### config.mk
export PLATFORM = sky130hd
export DESIGN_NAME = reg_bank_8x16_wr
export DESIGN_NICKNAME = d
export VERILOG_FILES = /design/src/rtl/reg_bank_8x16_wr_pkg.sv /design/src/rtl/reg_bank_8x16_wr_dec_3to8.sv /design/src/rtl/reg_bank_8x16_wr.sv
export SDC_FILE = /design/constraint.sdc
export NUM_CORES = 1
export LEC_CHECK = 0
export ABC_AREA = 1
export CAP_MARGIN = 20
export CORE_ASPECT_RATIO = 1.2
export CORE_MARGIN = 2
export CORE_UTILIZATION = 50
export CTS_CLUSTER_DIAMETER = 30
export DETAILED_ROUTE_END_ITERATION = 7
export GPL_ROUTABILITY_DRIVEN = 0
export PLACE_DENSITY = 0.84
export SLEW_MARGIN = 10
export SYNTH_ARGS = -nofsm -noshare
export SYNTH_HDL_FRONTEND = slang
export SYNTH_SLANG_ARGS = --single-unit
### constraint.sdc
create_clock -name clk -period 2.33 [get_ports clk]
set_input_delay 0.699 -clock clk [delete_from_list [all_inputs] [get_ports clk]]
set_output_delay 0.699 -clock clk [all_outputs]
set_load 0.01 [all_outputs]
### src/rtl/reg_bank_8x16_wr_pkg.sv
// Shared constants for the 8x16 register bank write path and its 8:1 read mux.
//   WORD_W    : data width of one entry (16)
//   SEL_BITS  : entry select width (3)
//   REG_CNT   : number of entries (8)
//   WORD_ZERO : reset value of an entry
//   wr_req_t  : one staged write request (target entry + data)
package reg_bank_8x16_wr_pkg;

  localparam int unsigned WORD_W   = 16;
  localparam int unsigned SEL_BITS = 3;
  localparam int unsigned REG_CNT  = 1 << SEL_BITS;

  localparam logic [WORD_W-1:0] WORD_ZERO = '0;

  typedef struct packed {
    logic [SEL_BITS-1:0] sel;
    logic [WORD_W-1:0]   data;
  } wr_req_t;

endpackage

### src/rtl/reg_bank_8x16_wr_dec_3to8.sv
// One-hot select decoder (3:8 at the default width).
// Drives the per-entry commit enables of the register bank.
// Ports:
//   en     in  1            decode enable; all outputs low when 0
//   sel    in  SEL_W        entry index
//   onehot out 2**SEL_W     one-hot enable, combinational
module reg_bank_8x16_wr_dec_3to8
  import reg_bank_8x16_wr_pkg::*;
#(
  parameter int unsigned SEL_W = SEL_BITS
) (
  input  logic                    en,
  input  logic [SEL_W-1:0]        sel,
  output logic [(2**SEL_W)-1:0]   onehot
);

  // Full decode: every sel value maps to exactly one bit.
  always_comb begin
    onehot = '0;
    if (en) begin
      onehot[sel] = 1'b1;
    end
  end

endmodule

### src/rtl/reg_bank_8x16_wr.sv
// 8-entry x 16-bit register bank, write side of the 8:1 selection path.
// A write is captured into a staging register on one edge and committed to
// the addressed entry on the next edge.
// Optional feature macro: WR_FWD_EN -- when defined, a staged write is
// forwarded combinationally onto its outN so it is visible one edge after
// capture; when undefined, outN is a pure register (two-edge visibility).
// Ports:
//   clk        in   1         clock, all state on posedge
//   rst_n      in   1         synchronous reset, active low
//   wr_en      in   1         write request
//   wr_sel     in   SEL_W     target entry (0 = out1 ... 7 = out8)
//   wr_data    in   WIDTH     write data
//   out1..out8 out  WIDTH     entry contents, feed the 8:1 read mux
//   written    out  2**SEL_W  sticky per-entry written flags
//   pend_vld   out  1         staging register holds an uncommitted write
//   pend_sel   out  SEL_W     target entry of the staged write
module reg_bank_8x16_wr
  import reg_bank_8x16_wr_pkg::*;
#(
  parameter int unsigned WIDTH = WORD_W,
  parameter int unsigned SEL_W = SEL_BITS
) (
  input  logic                  clk,
  input  logic                  rst_n,
  input  logic                  wr_en,
  input  logic [SEL_W-1:0]      wr_sel,
  input  logic [WIDTH-1:0]      wr_data,
  output logic [WIDTH-1:0]      out1,
  output logic [WIDTH-1:0]      out2,
  output logic [WIDTH-1:0]      out3,
  output logic [WIDTH-1:0]      out4,
  output logic [WIDTH-1:0]      out5,
  output logic [WIDTH-1:0]      out6,
  output logic [WIDTH-1:0]      out7,
  output logic [WIDTH-1:0]      out8,
  output logic [(2**SEL_W)-1:0] written,
  output logic                  pend_vld,
  output logic [SEL_W-1:0]      pend_sel
);

  localparam int unsigned NUM = 2**SEL_W;

  logic [WIDTH-1:0] pend_data;
  logic [NUM-1:0]   commit_oh;
  logic [WIDTH-1:0] entry_q [NUM];
  logic [WIDTH-1:0] rd      [NUM];

  // Capture stage: valid follows wr_en every edge, payload holds when idle.
  always_ff @(posedge clk) begin
    if (!rst_n) begin
      pend_vld  <= 1'b0;
      pend_sel  <= '0;
      pend_data <= WIDTH'(WORD_ZERO);
    end else begin
      pend_vld <= wr_en;
      if (wr_en) begin
        pend_sel  <= wr_sel;
        pend_data <= wr_data;
      end
    end
  end

  // Commit enables come from the staged select, not the live input.
  reg_bank_8x16_wr_dec_3to8 #(
    .SEL_W (SEL_W)
  ) u_dec (
    .en     (pend_vld),
    .sel    (pend_sel),
    .onehot (commit_oh)
  );

  // Commit stage: only the decoded entry loads; reset drops any staged write.
  always_ff @(posedge clk) begin
    if (!rst_n) begin
      for (int i = 0; i < NUM; i++) begin
        entry_q[i] <= WIDTH'(WORD_ZERO);
      end
    end else begin
      for (int i = 0; i < NUM; i++) begin
        if (commit_oh[i]) begin
          entry_q[i] <= pend_data;
        end
      end
    end
  end

  // Written flags are sticky until reset and track commits, not captures.
  always_ff @(posedge clk) begin
    if (!rst_n) begin
      written <= '0;
    end else begin
      written <= written | commit_oh;
    end
  end

`ifdef WR_FWD_EN
  // Staged data overrides the stored entry it is about to replace.
  always_comb begin
    for (int i = 0; i < NUM; i++) begin
      rd[i] = entry_q[i];
      if (pend_vld && (pend_sel == SEL_W'(i))) begin
        rd[i] = pend_data;
      end
    end
  end
`else
  // Registered outputs only; no path from staging to outN.
  always_comb begin
    for (int i = 0; i < NUM; i++) begin
      rd[i] = entry_q[i];
    end
  end
`endif

  assign out1 = rd[0];
  assign out2 = rd[1];
  assign out3 = rd[2];
  assign out4 = rd[3];
  assign out5 = rd[4];
  assign out6 = rd[5];
  assign out7 = rd[6];
  assign out8 = rd[7];

endmodule
=== Yosys cells after proc, flatten, opt, wreduce, memory -nomap -nowiden ===
Memories as Yosys holds them, arrays and structs flattened.
Index checks and enable logic that the tools add are counted.
Widths: inputs -> output; s select.

* Register bits: 28
* Latch bits: 0
* Bits in writable memories: 128
* ROM bits: 0
* Output and inout port bits: 140
* Logic and storage cells: 53
* Memories: 1

* Add/sub/neg operators: 0
* Multiply operators: 0
* Divide/modulo/power cells: 0
* $lt $le $gt $ge: 2
* Equal/unequal tests: 0
* Shifts and indexed selects: 0
* Multiplexer cells: 36
* Bitwise gates (word level): 9
* Reduce and logical (&&, ||, !) cells: 1

{| class="wikitable"
|+ Memories
! name !! depth !! bits a word !! rd ports !! clocked after Yosys merged registers in !! write ports !! RTL line !! source
|-
| entry_q || 8 || 16 || 8 || 0 || 8 || reg_bank_8x16_wr.sv:45 || <nowiki>logic [WIDTH-1:0] entry_q [NUM];</nowiki>
|}

{| class="wikitable"
|+ Operator list
! operator !! count
|-
| $mux 16 || 8
|-
| $mux 1 || 26
|-
| $mux 8 || 1
|-
| $or 1x1->1 || 8
|-
| $or 8x8->8 || 1
|-
| $lt 3x4->1 const B || 1
|-
| $demux 1 s3 || 1
|-
| $ge 3x1->1 const B || 1
|-
| $logic_and 1x1->1 || 1
|}

=== Longest topological paths before layout ===
* Depth after elaboration: 9
* Mapped depth: 5
* Gate-level depth less buffers: 4

=== By module ===
A second synthesis with hierarchy kept.

* Cells, all modules: 458
* Area, all modules: 5586.6 um^2

{| class="wikitable"
|+ By module, submodules not included
! module !! instances !! cells each !! area each (um^2) !! seq. area each (um^2)
|-
| reg_bank_8x16_wr || 1 || 441 || 5522.8 || 4404.2
|-
| reg_bank_8x16_wr_dec_3to8 || 1 || 17 || 63.8 || 0.0
|}

=== Worst setup path before layout ===
Ideal clock, no wire load.

* Path type: input port to flip-flop
* Start: input rst_n
* End: memory entry_q[0][0] (netlist bit), enable pin
* Setup time: 372 ps
* Arrival time: 1385 ps
* Setup slack: 573 ps
* Cell stages on the path: 3
* Path buffers: 2
* Path through: buf_2 > buf_2 > nand2_1

{| class="wikitable"
|+ RTL lines
! item !! RTL line !! source
|-
| start, declared || reg_bank_8x16_wr.sv:24 || <nowiki>input logic rst_n,</nowiki>
|-
| end, declared || reg_bank_8x16_wr.sv:45 ||
|}

=== Worst setup path after layout ===
* Start: register pend_sel[2]
* End: output pend_sel[2]

{| class="wikitable"
|+ RTL lines
! item !! RTL line !! source
|-
| start, declared || reg_bank_8x16_wr.sv:38 || <nowiki>output logic [SEL_W-1:0] pend_sel</nowiki>
|-
| start signal, assigned || reg_bank_8x16_wr.sv:57 || <nowiki>pend_sel <= wr_sel;</nowiki>
|}

No word-level cell between the ends.

==> impl_metrics.csv <==
group,metric,value,unit
layout,insertedDiodeCount,0,
global_route,grt_max_degree,30,
placed_design,io_buffer_count,161,
logic_synthesis,synth_edf_count,128,
timing,setup_viol_count_final,0,
global_route,grt_use_total,0.241,
critical_path,crit_type,"register to output port",
hold_path,hold_class,"register to register",
critical_path,crit_chain,"clkdlybuf4s50_1",
critical_path,worstReg2RegStart,"pend_sel[1]",
timing,fmax,0.466,GHz
drt,avgViaCountPerCell,5.20,
cts,cts_tree,"done",
layout,fin_nets,600,
placed_design,hpwl,9.37,mm
global_route,antenna_found_initial,0,
logic_synthesis,seq_area_frac_synth,0.813,
timing,rsz0062_at_grt,"no",
layout,area_delta_synth_final,45.4,%
global_route,grt_pass1_vias,3715,
critical_path,crit_family,"buffers and inverters",
cts,clk_latency,0.42,ns
timing,worst_pin_slew,0.639,ns
logic_synthesis,synth_area,0.00542,sq mm
cts,cts_resized,0,
cts,cts.sinks,156,
logic_synthesis,synthFlopType,"edfxtp_1",
critical_path,crit_fanout,5,
critical_path,startpoint_type,"register",
cts,hold_buffers,0,
placed_design,pre_cts_slack,0.253,ns
logic_synthesis,synth_top_cell_by_area,"edfxtp_1",
logic_synthesis,async_flop_share,0,
run_status,outcome,"complete, no violations",
drt,drc,0,
logic_synthesis,synthTopCellsByArea,"edfxtp_1, dfxtp_1, nor2_1",
power,peakVddDrop,0.528,mV
critical_path,crit_path_start,"pend_sel[2]",
floorplan,start_util,0.515,
timing,min_period,2.15,ns
floorplan,die_x,99.0,um
timing,relSlewSlack,0.573,
logic_synthesis,syn_avg_cell_area,13.6,sq um
layout,drive_gt1_frac,0.0897,
cts,ctsRootBufferMaster,"clkbuf_16",
floorplan,rows,41,
critical_path,crit_required,1.63,ns
critical_path,slowest_delay,0.61,ns
cts,cts_setup_buffers,0,
critical_path,critPathBufInv,1,
cts,cts_buffers,17,
drt,vias,3746,
critical_path,r2r_slack,0.64,ns
timing,setup_tns,0,ns
floorplan,die-height,118,um
drt,wl_per_cell,19.1,um
job,drv_cap,0,
logic_synthesis,ys_types,14,
global_route,grt_pass1_wl,20.8,mm
floorplan,die_area,0.0117,sq mm
critical_path,worstPathArrival,1.45,ns
global_route,grt_overflow,0,
timing,layout_setup_ws,0.183,ns
drt,ant_nets,0,
logic_synthesis,ys_ff_latch,156,
power,power,0.00685,W
hold_path,hp-start,"written[0]",
layout,nFillCells,620,
floorplan,core,0.0105,sq mm
timing,maxSlewViolCount,0,
logic_synthesis,synth_top_cell_area_share,0.709,
power,leakagePower,3.14,nW
power,powerDensity,869,mW/mm^2
drt,wl,13.7,mm
cts,cts_buffer_depth,2,
logic_synthesis,synthCells,398,
cts,cts_max_level,4,
critical_path,end_kind,"output port",
cts,clk_pin_slew,0.06,ns
timing,clock_skew,0.00920,ns
timing,finalHoldViolations,0,
logic_synthesis,yosys_warnings,0,
timing,min_period_over_period,0.922,
drt,firstDrtPassIters,5,
floorplan,num_io_pins,162,
drt,drt-initial-drc-count,333,
logic_synthesis,synth_nets,420,
critical_path,cp_slowest_cell,"clkdlybuf4s50_1",
[worst paths after layout]
kind	end	cells after the start
max reg2reg	entry_q[0][54]	5
min reg2reg	written[0]	2
min	written[0]	2
max	pend_sel[2]	1
[placed cells by master (no fill, tap or decap), drive strengths merged]
cell type / Yosys / final
edfxtp: 128 / 128
bufinv: 0 / 6
clkinvlp: 0 / 2
inv: 47 / 47
clkdlybuf4s50: 0 / 161
o21ai: 20 / 20
clkbuf: 2 / 18
dfxtp: 28 / 28
nor2: 102 / 102
buf: 10 / 12
nand2: 52 / 52
clkinv: 0 / 6
a21oi: 9 / 9
[metal layers]
metal  vias up  part of all wire  GRT usage  wire (um)
li1       1676                 -          -          -
met1      1834              0.36      0.281       4870
met2       213              0.54      0.416       7380
met3        23             0.083     0.0736       1140
met4         0             0.024     0.0899        329
met5         -                 0          0          0
[final cells by class]
cell class	instances	area, sq um	area share
Clock buffer	18	429	0.0545
Clock inverter	14	244	0.0310
Inverter	47	176	0.0224
Multi-Input combinational cell	183	751	0.0953
Sequential cell	156	4400	0.559
Tap cell	129	161	0.0205
Timing Repair Buffer	173	1710	0.218
[cells by family after synthesis]
family / Yosys count / share of synthesized area
buffers and inverters: 59 / 0.0489
DFF: 156 / 0.813
and+or+nand+nor: 154 / 0.112
AOI/OAI and AO/OA: 29 / 0.0268
[power breakdown]
group          switching (W)  internal, W
logic               0.000285     0.000259
clock network        0.00108      0.00201
registers          0.0000537      0.00316
[flip-flops by register name (all words and copies together), names as in the netlist]
| name | flops |
|---|---|
| entry_q | 128 |
| pend_data | 16 |
| pend_sel | 3 |
| pend_vld | 1 |
| written | 8 |
[metrics by stage]
stage,instances,utilization,hold slack [ns],area (sq um)
finish,720,0.749,0.453,7880
global route,720,0.749,0.480,7880
CTS,720,0.749,0.457,7880
detailed placement,688,0.685,0.449,7210
global placement,688,0.685,0.441,7210
floorplan,398,-,0.474,5420
[synth_stat cells (2+ instances only)]
master and n:
o21ai_0 20, nor2_1 99, nand2_1 46, a21oi_1 9, dfxtp_1 28, buf_6 5
edfxtp_1 128, nand2_2 6, clkbuf_1 2, buf_2 5, nor2_2 2, inv_1 46
(Power assumes the default switching activity.)
